==> src/rtl/log_fpmul_pkg.sv <==
// Shared types and helpers for the byte-serial Mitchell floating-point multiplier.
// Holds the control FSM state type, flag bit positions and operand classification.
package log_fpmul_pkg;

    typedef enum logic [1:0] {
        StLoad,
        StCompute,
        StSend
    } state_e;

    typedef enum logic [1:0] {
        ClsZero,
        ClsNorm,
        ClsInf,
        ClsNan
    } fp_class_e;

    localparam int unsigned NumFlags      = 3;
    localparam int unsigned FlagUnderflow = 0;
    localparam int unsigned FlagOverflow  = 1;
    localparam int unsigned FlagInvalid   = 2;

    // Fields arrive zero-extended to the widest supported format; subnormals count as zero.
    function automatic fp_class_e fp_class(input logic [7:0]  exp,
                                           input logic [22:0] man,
                                           input logic [7:0]  exp_max);
        if (exp == 8'd0) begin
            return ClsZero;
        end else if (exp == exp_max) begin
            return (man == 23'd0) ? ClsInf : ClsNan;
        end else begin
            return ClsNorm;
        end
    endfunction

endpackage

==> src/rtl/log_fpmul_datapath.sv <==
// Combinational Mitchell log-domain multiply: exponent add plus mantissa add, truncated.
// Special operands and exponent range faults are resolved here in priority order.
module log_fpmul_datapath
    import log_fpmul_pkg::*;
#(
    parameter int unsigned EXP_W = 5,
    parameter int unsigned MAN_W = 10
) (
    input  logic [EXP_W+MAN_W:0] a,
    input  logic [EXP_W+MAN_W:0] b,
    output logic [EXP_W+MAN_W:0] result,
    output logic [NumFlags-1:0]  flags
);

    localparam int unsigned W    = 1 + EXP_W + MAN_W;
    localparam int unsigned BIAS = 2 ** (EXP_W - 1) - 1;
    localparam logic [EXP_W+1:0] BiasV   = (EXP_W + 2)'(BIAS);
    localparam logic [EXP_W+1:0] OvfLim  = (EXP_W + 2)'(2 ** EXP_W - 1);
    localparam logic [7:0]       ExpMax  = 8'(2 ** EXP_W - 1);

    logic             sa, sb, sign;
    logic [EXP_W-1:0] ea, eb;
    logic [MAN_W-1:0] ma, mb;
    logic [MAN_W:0]   msum;
    logic [EXP_W+1:0] esum;
    fp_class_e        cls_a, cls_b;
    logic             any_nan, any_inf, any_zero, zero_times_inf, ovf, unf;

    assign sa = a[W-1];
    assign sb = b[W-1];
    assign ea = a[W-2:MAN_W];
    assign eb = b[W-2:MAN_W];
    assign ma = a[MAN_W-1:0];
    assign mb = b[MAN_W-1:0];

    assign sign  = sa ^ sb;
    assign msum  = {1'b0, ma} + {1'b0, mb};
    // Mantissa carry bumps the exponent: log2(1+x) ~ x, so 1+fa+fb >= 2 means one octave up.
    assign esum  = {2'b00, ea} + {2'b00, eb} + (EXP_W + 2)'(msum[MAN_W]) - BiasV;

    assign cls_a = fp_class(8'(ea), 23'(ma), ExpMax);
    assign cls_b = fp_class(8'(eb), 23'(mb), ExpMax);

    assign any_nan        = (cls_a == ClsNan) || (cls_b == ClsNan);
    assign any_inf        = (cls_a == ClsInf) || (cls_b == ClsInf);
    assign any_zero       = (cls_a == ClsZero) || (cls_b == ClsZero);
    assign zero_times_inf = any_inf && any_zero;
    // esum is signed; the MSB marks a negative biased exponent.
    assign ovf            = !esum[EXP_W+1] && (esum >= OvfLim);
    assign unf            = esum[EXP_W+1] || (esum == '0);

    always_comb begin
        result = '0;
        flags  = '0;
        if (any_nan || zero_times_inf) begin
            result[W-2:MAN_W]  = '1;
            result[MAN_W-1]    = 1'b1;
            flags[FlagInvalid] = 1'b1;
        end else if (any_inf) begin
            result[W-1]       = sign;
            result[W-2:MAN_W] = '1;
        end else if (any_zero) begin
            result[W-1] = sign;
        end else if (ovf) begin
            result[W-1]         = sign;
            result[W-2:MAN_W]   = '1;
            flags[FlagOverflow] = 1'b1;
        end else if (unf) begin
            result[W-1]          = sign;
            flags[FlagUnderflow] = 1'b1;
        end else begin
            result = {sign, esum[EXP_W-1:0], msum[MAN_W-1:0]};
        end
    end

endmodule

==> src/rtl/log_fpmul_serial_core.sv <==
// Byte-serial wrapper: collects operand bytes LSB first, computes once, streams the result back.
// All state, including the registered output byte, freezes while ena is low.
module log_fpmul_serial_core
    import log_fpmul_pkg::*;
#(
    parameter int unsigned EXP_W = 5,
    parameter int unsigned MAN_W = 10
) (
    input  logic       clk,
    input  logic       rst_n,
    input  logic       ena,
    input  logic       in_valid,
    input  logic [7:0] a_byte,
    input  logic [7:0] b_byte,
    output logic       busy,
    output logic       out_valid,
    output logic [7:0] out_byte,
    output logic [2:0] flags
);

    localparam int unsigned W     = 1 + EXP_W + MAN_W;
    localparam int unsigned NB    = (W + 7) / 8;
    localparam int unsigned CNT_W = (NB > 1) ? $clog2(NB) : 1;
    localparam int unsigned IW    = $clog2(W);
    localparam logic [CNT_W-1:0] LastIdx = CNT_W'(NB - 1);

    state_e              state_q, state_d;
    logic [CNT_W-1:0]    byte_cnt_q, byte_cnt_d;
    logic [W-1:0]        a_q, a_d, b_q, b_d;
    logic [W-1:0]        result_q, result_d;
    logic [NumFlags-1:0] res_flags_q, res_flags_d;
    logic                out_valid_q, out_valid_d;
    logic [7:0]          out_byte_q, out_byte_d;
    logic [NumFlags-1:0] out_flags_q, out_flags_d;

    logic [W-1:0]        dp_result;
    logic [NumFlags-1:0] dp_flags;
    logic [31:0]         pos_base;

    log_fpmul_datapath #(
        .EXP_W (EXP_W),
        .MAN_W (MAN_W)
    ) u_datapath (
        .a      (a_q),
        .b      (b_q),
        .result (dp_result),
        .flags  (dp_flags)
    );

    always_comb begin
        state_d     = state_q;
        byte_cnt_d  = byte_cnt_q;
        a_d         = a_q;
        b_d         = b_q;
        result_d    = result_q;
        res_flags_d = res_flags_q;
        out_valid_d = out_valid_q;
        out_byte_d  = out_byte_q;
        out_flags_d = out_flags_q;
        pos_base    = 32'(byte_cnt_q) << 3;

        if (ena) begin
            out_valid_d = 1'b0;
            out_byte_d  = '0;
            out_flags_d = '0;
            unique case (state_q)
                StLoad: begin
                    if (in_valid) begin
                        // Bits of the final byte beyond the format width are dropped here.
                        for (int k = 0; k < 8; k++) begin
                            if (pos_base + 32'(k) < W) begin
                                a_d[IW'(pos_base + 32'(k))] = a_byte[k];
                                b_d[IW'(pos_base + 32'(k))] = b_byte[k];
                            end
                        end
                        if (byte_cnt_q == LastIdx) begin
                            byte_cnt_d = '0;
                            state_d    = StCompute;
                        end else begin
                            byte_cnt_d = byte_cnt_q + CNT_W'(1);
                        end
                    end
                end
                StCompute: begin
                    result_d    = dp_result;
                    res_flags_d = dp_flags;
                    byte_cnt_d  = '0;
                    state_d     = StSend;
                end
                StSend: begin
                    out_valid_d = 1'b1;
                    out_flags_d = res_flags_q;
                    for (int k = 0; k < 8; k++) begin
                        if (pos_base + 32'(k) < W) begin
                            out_byte_d[k] = result_q[IW'(pos_base + 32'(k))];
                        end
                    end
                    if (byte_cnt_q == LastIdx) begin
                        byte_cnt_d = '0;
                        state_d    = StLoad;
                    end else begin
                        byte_cnt_d = byte_cnt_q + CNT_W'(1);
                    end
                end
                default: begin
                    byte_cnt_d = '0;
                    state_d    = StLoad;
                end
            endcase
        end
    end

    always_ff @(posedge clk) begin
        if (!rst_n) begin
            state_q     <= StLoad;
            byte_cnt_q  <= '0;
            a_q         <= '0;
            b_q         <= '0;
            result_q    <= '0;
            res_flags_q <= '0;
            out_valid_q <= 1'b0;
            out_byte_q  <= '0;
            out_flags_q <= '0;
        end else begin
            state_q     <= state_d;
            byte_cnt_q  <= byte_cnt_d;
            a_q         <= a_d;
            b_q         <= b_d;
            result_q    <= result_d;
            res_flags_q <= res_flags_d;
            out_valid_q <= out_valid_d;
            out_byte_q  <= out_byte_d;
            out_flags_q <= out_flags_d;
        end
    end

    assign busy      = (state_q == StCompute) || (state_q == StSend);
    assign out_valid = out_valid_q;
    assign out_byte  = out_byte_q;
    assign flags     = out_flags_q;

endmodule

==> config.mk <==
export PLATFORM = sky130hd
export DESIGN_NAME = log_fpmul_serial_core
export DESIGN_NICKNAME = d
export VERILOG_FILES = /design/src/rtl/log_fpmul_pkg.sv /design/src/rtl/log_fpmul_datapath.sv /design/src/rtl/log_fpmul_serial_core.sv
export SDC_FILE = /design/constraint.sdc
export NUM_CORES = 1
export LEC_CHECK = 0
export BUFFER_PORTS_ARGS = -buffer_cell sky130_fd_sc_hd__buf_2
export CAP_MARGIN = 20
export CORE_MARGIN = 2
export CORE_UTILIZATION = 60
export DETAILED_ROUTE_END_ITERATION = 8
export GPL_TIMING_DRIVEN = 0
export PLACE_DENSITY = 0.8
export RECOVER_POWER = 50
export SYNTH_ARGS = -nofsm -noshare
export SYNTH_HDL_FRONTEND = slang
export SYNTH_SLANG_ARGS = --single-unit
export TNS_END_PERCENT = 1
==> constraint.sdc <==
create_clock -name clk -period 6.86 [get_ports clk]
set_input_delay 1.372 -clock clk [delete_from_list [all_inputs] [get_ports clk]]
set_output_delay 1.372 -clock clk [all_outputs]
set_load 0.05 [all_outputs]
==> results.md, run 1 <==
* CP cell instances: ha_1 > fa_1 > a21o_1 > a21oi_1 > o211ai_1 > a31o_2 > a21oi_1 > ha_1 > inv_1 > ha_1 > xnor2_2 > nor3b_1 > o21ai_1 > o221ai_2 > o41ai_2
* Syn Nets at 502
* Maximum vdd drop at between 0.15 and 0.2 mV
* DIE AREA at 0.00713 mm²
* First-pass GRT wire length at 14900 µm
* Req. time, crit path at between 7 and 8 ns
* Synth Flop Type: dfxtp_1
* Clock share of power at between 40% and 50%
* Final Hold Vio Count at 0
* Crit-path max cell delay at 0.65 ns
* Combinational power share at 10.1%
* Final Max Tran Viols at 0
* CTS Buf Count at 9
* First-pass DRT Iterations at 7
* Post-cts resize count at 0
* Worst hold path startpoint: result_q[3]$_SDFFE_PN0P_
* Pre-CTS setup slack at between 2 and 3 ns
* Commonest non-fill, non-tap cells in the layout: 88 x nand2_1, 66 x dfxtp_1, 37 x a21boi_0
* Die height at about 84 µm
* Overall power at 0.000806 W
* Final worst path period share at approximately three fifths
* Fin area at 0.00431 mm²
* Post-synth ARST share at 0%
* Clock Latency Late Sink at 0.34 ns
* EDFF count, synth at 0
* Fraction of layout cells with a size suffix above 1 at roughly an eighth
* Cells after Synth at 458
* Wire per inst at 15.8 µm
* # port buffers at 31
* Worst-Margin Slew at 0.793 ns
* Hpwl dp at between 7000 and 8000 µm
* H-tree depth at 3
* Placer Congestion at 0.886
* CTS tree: yes
* ANT cells at 0
* Final core occ at 68.3%
* Routed wire length at 9210 µm
* Critical path type: reg2reg
* Flop pwr share at 49.5%
* Final #Nets at 544
* Rows at 29
* Initial antenna violation count at 0
* Leak at 1.66 nW
* Slew headroom at between 40% and 50%
* Clk_skew at 0.00903 ns
* R2R Path Start: a_q[0]$_SDFFE_PN0P_
* Starting Density at about three fifths
* Avg Inst Size Synth at 8.47 µm²
* Post-synthesis cell type count at 63
* CP Capture Type: flip-flop
* Worst Setup SP: a_q[0]$_SDFFE_PN0P_
* CP dominant cell by count: ha_1
* Setup TNS at 0 ns
* Grt ovf at 0
* Crit path DAT at 4.29 ns
* Core box area at 0.00631 mm²
* I/O pin count at 33
* Worst hold path class: reg2reg
* Synthesized area at 0.00388 mm²
* CP Launch Type: flip-flop
* Pwr Density at ~190 mW/mm²
* Most common cell after layout, fill and taps aside: nand2_1
* Seq cells post-synth at 66
* Die Wd at 84.4 µm
* Final setup violating endpoints at 0
* Register area share after synthesis at 34.1%
* Hold_buf cts at 0
* Final worst setup slack at 2.76 ns
* Layout area overhead at 11.1%
* Min cycle time layout at 4.10 ns
* Outcome: finished clean
* Switch Pwr at 0.000206 W
* Crit Path Max Fanout at 10
* Final ANT Viol Nets at 0
* Vias in the first global route at 3154
* Setup bufs post-CTS at 0
* Total GRT Usage at a little over a quarter
* Clock sinks at 66
* Int Power at 0.000600 W
* DR iter-0 viols at approximately 240
* Dpl cell area at 0.00413 mm²
* Yosys warnings at 0
* Sw Ratio at roughly 26%
* Max Freq at 0.244 GHz
* Longest Clk Path Bufs at 2
* Max Cap Viol at 0
* Routed vias at 3461
* CP max-delay cell: o221ai_2
* DR vias/cell at 5.95
* Clk pin slew, worst setup/hold paths at 0.07 ns
* RSZ-0062 raised after global routing: false
* Clk Tree Root Cell: clkbuf_8
* Largest net degree at the start of global routing at 12
* DRC at 0
## flip-flops by register name, summed over array words and instances (netlist names)
register,cells
a_q,16
b_q,16
byte_cnt_q,1
flags,3
out_byte,8
out_valid,1
res_flags_q,3
result_q,16
state_q,2
## cell families after synthesis
family	count (synthesis)	share of synthesized area, %
buffers and inverters	43	4.77
multiplexers	10	2.58
flip-flops	66	34.1
XOR/XNOR	11	3.35
adder cells (fa/ha/maj)	25	8.38
AO/OA/AOI/OAI	119	24.3
AND/OR/NAND/NOR	184	22.6
## critical path: cells and delay by family, from the launching register on
kind / cells / cell delay (ns)
AOI/OAI and AO/OA: 8 / 2.06
adders and majority gates: 4 / 1.08
DFF: 1 / 0.34
and+or+nand+nor: 1 / 0.23
xor gates and xnor gates: 1 / 0.19
buffers and inverters: 1 / 0.05
## cell type report
type                       instances  area [µm²]
multi-input combinational        349        2370
timing repair buffer              31         138
buffer                            19        93.8
fill                             536        2000
tap                               77        96.3
inverter                          24        90.1
sequential                        66        1320
clock buffer                      12         145
clock inverter                     4        51.3
## cell usage after synthesis, types with 4 or more instances
master,n,share of area [%]
or2_2,4,0.64
clkbuf_1,13,1.3
ha_1,22,7.1
o22ai_1,10,1.6
nand2b_1,8,1.3
or4_1,4,0.77
nand2_1,88,8.5
inv_1,24,2.3
nor2_1,28,2.7
nand3_1,10,1.3
mux2i_1,10,2.6
nor4_1,5,0.81
a21oi_1,15,1.9
dfxtp_1,66,34
a21boi_0,37,7.2
nor3_1,8,1.0
and2_1,13,2.1
o41ai_2,9,3.8
o21ai_0,16,2.1
xor2_1,5,1.1
## final timing paths
kind,to,slack [ns],depth (start not counted)
setup / recovery,result_q[5]$_SDFFE_PN0P_,2.76,15
hold / removal,result_q[3]$_SDFFE_PN0P_,0.46,2
setup reg to reg,result_q[5]$_SDFFE_PN0P_,2.76,15
hold reg to reg,result_q[3]$_SDFFE_PN0P_,0.46,2
## power groups by stage
stage / combinational (W) / sequential [W] / clock (W)
2_1_floorplan: 0.0000564 / 0.000405 / 0
3_3_place_gp: 0.0000785 / 0.000407 / 0
3_5_place_dp: 0.0000800 / 0.000408 / 0
4_1_cts: 0.0000808 / 0.000399 / 0.000327
5_1_grt: 0.0000898 / 0.000400 / 0.000345
6_report: 0.0000812 / 0.000399 / 0.000325
## metrics by stage
stage	cells	hold slack, ns
global placement	566	0.434
finish	582	0.464
detailed placement	566	0.445
CTS	582	0.463
global route	582	0.486
floorplan	458	0.425
## routing by layer
| metal | GRT usage [%] | up-vias | part of all wire (%) |
|---|---|---|---|
| met1 | 33.9 | 1611 | 45 |
| met2 | 44.5 | 134 | 47 |
| met4 | 9.96 | 0 | 1.9 |
| li1 | - | 1699 | - |
| met5 | 0 | - | 0 |
| met3 | 4.72 | 17 | 5.6 |
Note: power is estimated with default switching activity, not from simulation.
==> run 2, diff against run 1 <==
==> constraint.sdc (replaced) <==
create_clock -name clk -period 4.3 [get_ports clk]
set_input_delay 0.86 -clock clk [delete_from_list [all_inputs] [get_ports clk]]
set_output_delay 0.86 -clock clk [all_outputs]
set_load 0.05 [all_outputs]
==> run 2 against run 1 <==
Routed wire length grew 0.63%. Flip-flop and latch count is the same. Total power grew 60%. Hold slack is essentially flat. Utilization grew 0.22 points. Critical path depth grew 2. Cell count is the same. Sequential share of layout area shrank 0.098 points. Sequential power grew 60%. Critical path type unchanged. Highest routed layer unchanged. Cell area grew 0.32%.
==> results.md, run 2 (synthesis gave the netlist of run 1 again) <==
* CP Launch Type: flip-flop
* Routed wire length at 9270 µm (+0.63%)
* Final worst setup slack at 0.198 ns (-2.56 ns)
* DRC at 0 (unchanged)
* Initial antenna violation count at 0 (unchanged)
* CP Capture Type: flip-flop
* Most common cell after layout, fill and taps aside: nand2_1
* Final Hold Vio Count at 0 (unchanged)
* Starting Density at 61.5% (unchanged)
* Max Freq at 0.244 GHz (about the same)
* Pwr Density at 299 mW/mm² (+60%)
* Final #Nets at 544 (unchanged)
* H-tree depth at 3 (unchanged)
* Commonest non-fill, non-tap cells in the layout: 88 x nand2_1, 66 x dfxtp_1, 37 x a21boi_0
* Worst hold path class: reg2reg
* I/O pin count at 33 (unchanged)
* Final Non-Filler Cells at 582 (unchanged)
* Maximum vdd drop at 0.248 mV (+62%)
* Final worst path period share at 95.4% (+36 points)
* # port buffers at 31 (unchanged)
* Flop pwr share at 49.3% (-0.2 points)
* Combinational power share at 10.1% (about the same)
* Routed vias at 3414 (-1.4%)
* Total GRT Usage at 26.4% (unchanged)
* Vias in the first global route at 3154 (unchanged)
* Switch Pwr at 0.000333 W (+62%)
* DR vias/cell at 5.87 (-1.4%)
* Crit path DAT at 4.31 ns (+0.02 ns)
* Longest Clk Path Bufs at 2 (unchanged)
* ANT cells at 0 (unchanged)
* CP max-delay cell: fa_1
* Max Cap Viol at 0 (unchanged)
* Die height at 84.4 µm (unchanged)
* Worst-Margin Slew at 0.719 ns (-0.0739 ns)
* Slew headroom at 52.1% (+4.9 points)
* Clk Tree Root Cell: clkbuf_8
* Grt ovf at 0 (unchanged)
* Final setup violating endpoints at 0 (unchanged)
* Placed insts at 566 (unchanged)
* Outcome: finished clean
* Hold WS at 0.463 ns (-0.000450 ns)
* Placer Congestion at 0.886 (unchanged)
* Cell family with the largest share of critical-path delay: compound AO/OA/AOI/OAI gates
* Die Wd at 84.4 µm (unchanged)
* Setup TNS at 0 ns (unchanged)
* RSZ-0062 raised after global routing: false
* CTS tree: yes
* Rows at 29 (unchanged)
* First-pass GRT wire length at 14900 µm (unchanged)
* Setup bufs post-CTS at 0 (unchanged)
* Wire per inst at 15.9 µm (+0.63%)
* R2R cell count at 17 (+2)
* Clk_skew at 0.00777 ns (-0.00125 ns)
* Clock sinks at 66 (unchanged)
* Layout fillers at 531 (-0.93%)
* DR iter-0 viols at 235 (-0.84%)
* First-pass DRT Iterations at 4 (-3)
* Layout area overhead at 11.4%
* Crit-path max cell delay at 0.41 ns (-0.24 ns)
* Clk pin slew, worst setup/hold paths at 0.07 ns (about the same)
* Clock Latency Late Sink at 0.35 ns (about the same)
* FF/Latch Area at 0.00132 mm² (unchanged)
* Cell depth of the worst setup path at 17 (+2)
* Final ANT Viol Nets at 0 (unchanged)
* Pre-CTS setup slack at 0.245 ns (-2.56 ns)
* Min cycle time layout at 4.10 ns (-0.000643 ns)
* Req. time, crit path at 4.51 ns (-2.54 ns)
* CP cell instances: ha_1 > fa_1 > a21o_1 > a21oi_1 > o211ai_1 > a31o_2 > a21oi_1 > ha_1 > inv_1 > ha_1 > and2b_1 > nand3_1 > or4_1 > a21oi_1 > or3_1 > buf_6 > o41ai_2
* Leak at 1.67 nW (+0.55%)
* Final Max Tran Viols at 0 (unchanged)
* Int Power at 0.000958 W (+60%)
* Critical path type: reg2reg
* Fraction of layout cells with a size suffix above 1 at 12.5% (+0.40 points)
* Buf/Inv on CP at 2 (+1)
* WHS Path Cells at 2 (unchanged)
* Crit Path Max Fanout at 10 (unchanged)
* CTS Buf Count at 9 (unchanged)
* Clock share of power at 40.6% (+0.2 points)
* Largest net degree at the start of global routing at 12 (unchanged)
* DIE AREA at 0.00713 mm² (unchanged)
* Reg2Reg Setup Slack at 0.20 ns (-2.56 ns)
* Sw Ratio at 25.8% (+0.31 points)
* Final core occ at 68.5% (+0.22 points)
* Hpwl dp at 7030 µm (unchanged)
* Biggest regs: a_q (16), b_q (16), result_q (16)
* Core box area at 0.00631 mm² (unchanged)
* Footprint of the multi-input gates at 0.00238 mm² (+0.47%)
-- run 2: cell types whose count changed in the layout (fill, tap and decap cells not counted), sizes merged --
cell    change
buf         +1
clkbuf      -1
-- run 2: final timing paths --
path / start / endpoint
worst max-delay path: a_q[0]$_SDFFE_PN0P_ / result_q[5]$_SDFFE_PN0P_
worst min-delay path: result_q[3]$_SDFFE_PN0P_ / result_q[3]$_SDFFE_PN0P_
worst max register to register: a_q[0]$_SDFFE_PN0P_ / result_q[5]$_SDFFE_PN0P_
worst min register to register: result_q[3]$_SDFFE_PN0P_ / result_q[3]$_SDFFE_PN0P_
-- run 2: power by group through the flow --
stage / registers (W) / logic, W / clock network (W)
floorplan: 0.000646 / 0.0000900 / 0
global placement: 0.000650 / 0.000125 / 0
detailed placement: 0.000650 / 0.000128 / 0
CTS: 0.000636 / 0.000129 / 0.000521
global route: 0.000638 / 0.000144 / 0.000551
finish: 0.000637 / 0.000130 / 0.000524
-- run 2: area by class of cell --
cell class,count,share of cell area [%]
plain buffers,19,2.20
multi-input cells,349,55.2
well taps,77,2.23
flip-flops and latches,66,30.6
repair buffers,31,3.21
clock inverters,4,1.19
inverters,24,2.08
clock buffers,12,3.36
-- run 2: what timing repair did --
item,CTS,global route
hold buffers,0,0
resized for setup,0,1
setup endpoints to repair,0,9
-- run 2: per-layer routing --
layer | global-route usage [%] | vias up | share of wire, %
li1 | - | 1696 | -
met1 | 33.9 | 1599 | 45
met2 | 44.5 | 102 | 48
met3 | 4.72 | 17 | 5.1
met4 | 9.96 | 0 | 2.1
met5 | 0 | - | 0
-- run 2: worst reg2reg max path, stage by stage, from the launching register on --
cell	delay [ns]
dfxtp_1	0.34
ha_1	0.23
fa_1	0.41
a21o_1	0.20
a21oi_1	0.26
o211ai_1	0.17
a31o_2	0.25
a21oi_1	0.17
ha_1	0.19
inv_1	0.05
ha_1	0.30
and2b_1	0.26
nand3_1	0.11
or4_1	0.41
a21oi_1	0.16
or3_1	0.17
buf_6	0.19
o41ai_2	0.10
-- run 2: through the flow --
| step | instance area [µm²] | power (W) |
|---|---|---|
| 5_1_grt | 4320 | 0.00133 |
| 2_1_floorplan | 3880 | 0.000736 |
| 6_report | 4320 | 0.00129 |
| 3_5_place_dp | 4130 | 0.000778 |
| 3_3_place_gp | 4130 | 0.000775 |
| 4_1_cts | 4330 | 0.00129 |
==> run 3, diff against run 2 <==
==> constraint.sdc (replaced) <==
create_clock -name clk -period 4.3 [get_ports clk]
set_input_delay 0.215 -clock clk [delete_from_list [all_inputs] [get_ports clk]]
set_output_delay 0.215 -clock clk [all_outputs]
set_load 0.05 [all_outputs]
==> run 3 against run 2 <==
Global-route usage unchanged. Cell count unchanged. Clock power is essentially flat. Via count grew 1.2%. Hold slack got worse by 0.34 ns. Critical path type unchanged. Critical endpoint unchanged. Largest power group unchanged.
==> results.md, run 3 (synthesis gave the netlist of run 1 again) <==
* Crit path DAT at 4.30 ns (about the same)
* Placer Congestion at 0.886 (unchanged)
* Final Hold Vio Count at 0 (unchanged)
* CTS Buf Count at 9 (unchanged)
* Most common cell after layout, fill and taps aside: nand2_1
* Placed insts at 566 (unchanged)
* Final Non-Filler Cells at 582 (unchanged)
* I/O pin count at 33 (unchanged)
* Clk_skew at 0.00868 ns (+0.000905 ns)
* DR iter-0 viols at 238 (+1.3%)
* # port buffers at 31 (unchanged)
* Maximum vdd drop at 0.248 mV (about the same)
* Req. time, crit path at 4.51 ns (about the same)
* Post-cts resize count at 0 (unchanged)
* H-tree depth at 3 (unchanged)
* Routed wire length at 9260 µm (about the same)
* Outcome: finished clean
* Max Cap Viol at 0 (unchanged)
* Hpwl dp at 7030 µm (unchanged)
* DR vias/cell at 5.94 (+1.2%)
* CTS tree: yes
* Routed vias at 3455 (+1.2%)
* Worst hold path class: in2reg
* Die Wd at 84.4 µm (unchanged)
* Max Freq at 0.244 GHz (+0.24%)
* RSZ-0062 raised after global routing: false
* Layout fillers at 532 (+0.19%)
* First-pass GRT wire length at 14900 µm (unchanged)
* Leak at 1.66 nW (-0.20%)
* DRC at 0 (unchanged)
* Final worst path period share at 95.2% (-0.23 points)
* Clk pin slew, worst setup/hold paths at 0.07 ns (about the same)
* Layout area overhead at 11.4% (about the same)
* Biggest regs: a_q (16), b_q (16), result_q (16)
* Clk Tree Root Cell: clkbuf_8
* Clock Latency Late Sink at 0.34 ns (about the same)
* Final #Nets at 544 (unchanged)
* DIE AREA at 0.00713 mm² (unchanged)
* Die height at 84.4 µm (unchanged)
* Critical path type: reg2reg
* Pwr Density at 298 mW/mm² (about the same)
* Vias in the first global route at 3154 (unchanged)
* Commonest non-fill, non-tap cells in the layout: 88 x nand2_1, 66 x dfxtp_1, 37 x a21boi_0
* Total GRT Usage at 26.4% (unchanged)
* Final setup violating endpoints at 0 (unchanged)
* ANT cells at 0 (unchanged)
* CP Capture Type: flip-flop
* Final Max Tran Viols at 0 (unchanged)
* Rows at 29 (unchanged)
* Final core occ at 68.5% (about the same)
* Min cycle time layout at 4.09 ns (-0.00977 ns)
* Slew headroom at 52.3% (+0.18 points)
* Wire per inst at 15.9 µm (about the same)
* Reg2Reg Setup Slack at 0.21 ns (about the same)
* CP Launch Type: flip-flop
* Grt ovf at 0 (unchanged)
* Starting Density at 61.5% (unchanged)
* Crit Path Max Fanout at 10 (unchanged)
* Worst-Margin Slew at 0.716 ns (-0.00275 ns)
* Hold_buf cts at 0 (unchanged)
* Setup TNS at 0 ns (unchanged)
* Clock sinks at 66 (unchanged)
* Largest net degree at the start of global routing at 12 (unchanged)
* Final ANT Viol Nets at 0 (unchanged)
* Initial antenna violation count at 0 (unchanged)
* Longest Clk Path Bufs at 2 (unchanged)
* First-pass DRT Iterations at 5 (+1)
* Setup bufs post-CTS at 0 (unchanged)
* Fraction of layout cells with a size suffix above 1 at 12.3% (-0.20 points)
* Core box area at 0.00631 mm² (unchanged)
run 3: routing by layer:
metal / GRT usage, % / share of wire (%) / vias to the layer above
met4: 9.96 / 2.1 / 0
met5: 0 / 0 / -
li1: - / - / 1696
met2: 44.5 / 47 / 126
met1: 33.9 / 45 / 1615
met3: 4.72 / 5.2 / 18
run 3: path summary, 6_finish.rpt:
kind	cells past startpoint	end	from
setup / recovery	17	result_q[5]$_SDFFE_PN0P_	a_q[0]$_SDFFE_PN0P_
hold / removal	3	a_q[8]$_SDFFE_PN0P_	a_byte[0]
setup reg to reg	17	result_q[5]$_SDFFE_PN0P_	a_q[0]$_SDFFE_PN0P_
hold reg to reg	2	result_q[3]$_SDFFE_PN0P_	result_q[3]$_SDFFE_PN0P_
run 3: worst max-delay path, stage by stage (launching register included):
cell	delay [ns]
dfxtp_1	0.34
ha_1	0.23
fa_1	0.41
a21o_1	0.20
a21oi_1	0.26
o211ai_1	0.17
a31o_2	0.25
a21oi_1	0.17
ha_1	0.19
inv_1	0.05
ha_1	0.30
and2b_1	0.26
nand3_1	0.11
or4_1	0.41
a21oi_1	0.16
or3_1	0.16
buf_6	0.18
o41ai_2	0.10
run 3: report_power, final:
part           total [W]  switching [W]  leakage (nW)  internal [W]
Sequential      0.000637      0.0000128         0.534      0.000624
Clock           0.000522       0.000238        0.0966      0.000284
Combinational   0.000131      0.0000811          1.03     0.0000496
run 3: area by class of cell:
| class | count | area (µm²) | share of cell area, % |
|---|---|---|---|
| multi-input combinational | 349 | 2380 | 55.2 |
| buffer | 19 | 95.1 | 2.20 |
| inverter | 24 | 90.1 | 2.08 |
| clock buffer | 12 | 145 | 3.36 |
| timing repair buffer | 31 | 138 | 3.18 |
| clock inverter | 4 | 51.3 | 1.19 |
| tap | 77 | 96.3 | 2.23 |
| sequential | 66 | 1320 | 30.6 |
run 3: stage by stage:
stage          power [W]  hold slack, ns  worst slack [ns]  area (µm²)
2_1_floorplan   0.000736           0.360             0.669        3880
3_3_place_gp    0.000775           0.434             0.316        4130
3_5_place_dp    0.000778           0.445             0.245        4130
4_1_cts          0.00129           0.121             0.211        4330
5_1_grt          0.00133           0.130            0.0160        4320
6_report         0.00129           0.124             0.208        4320
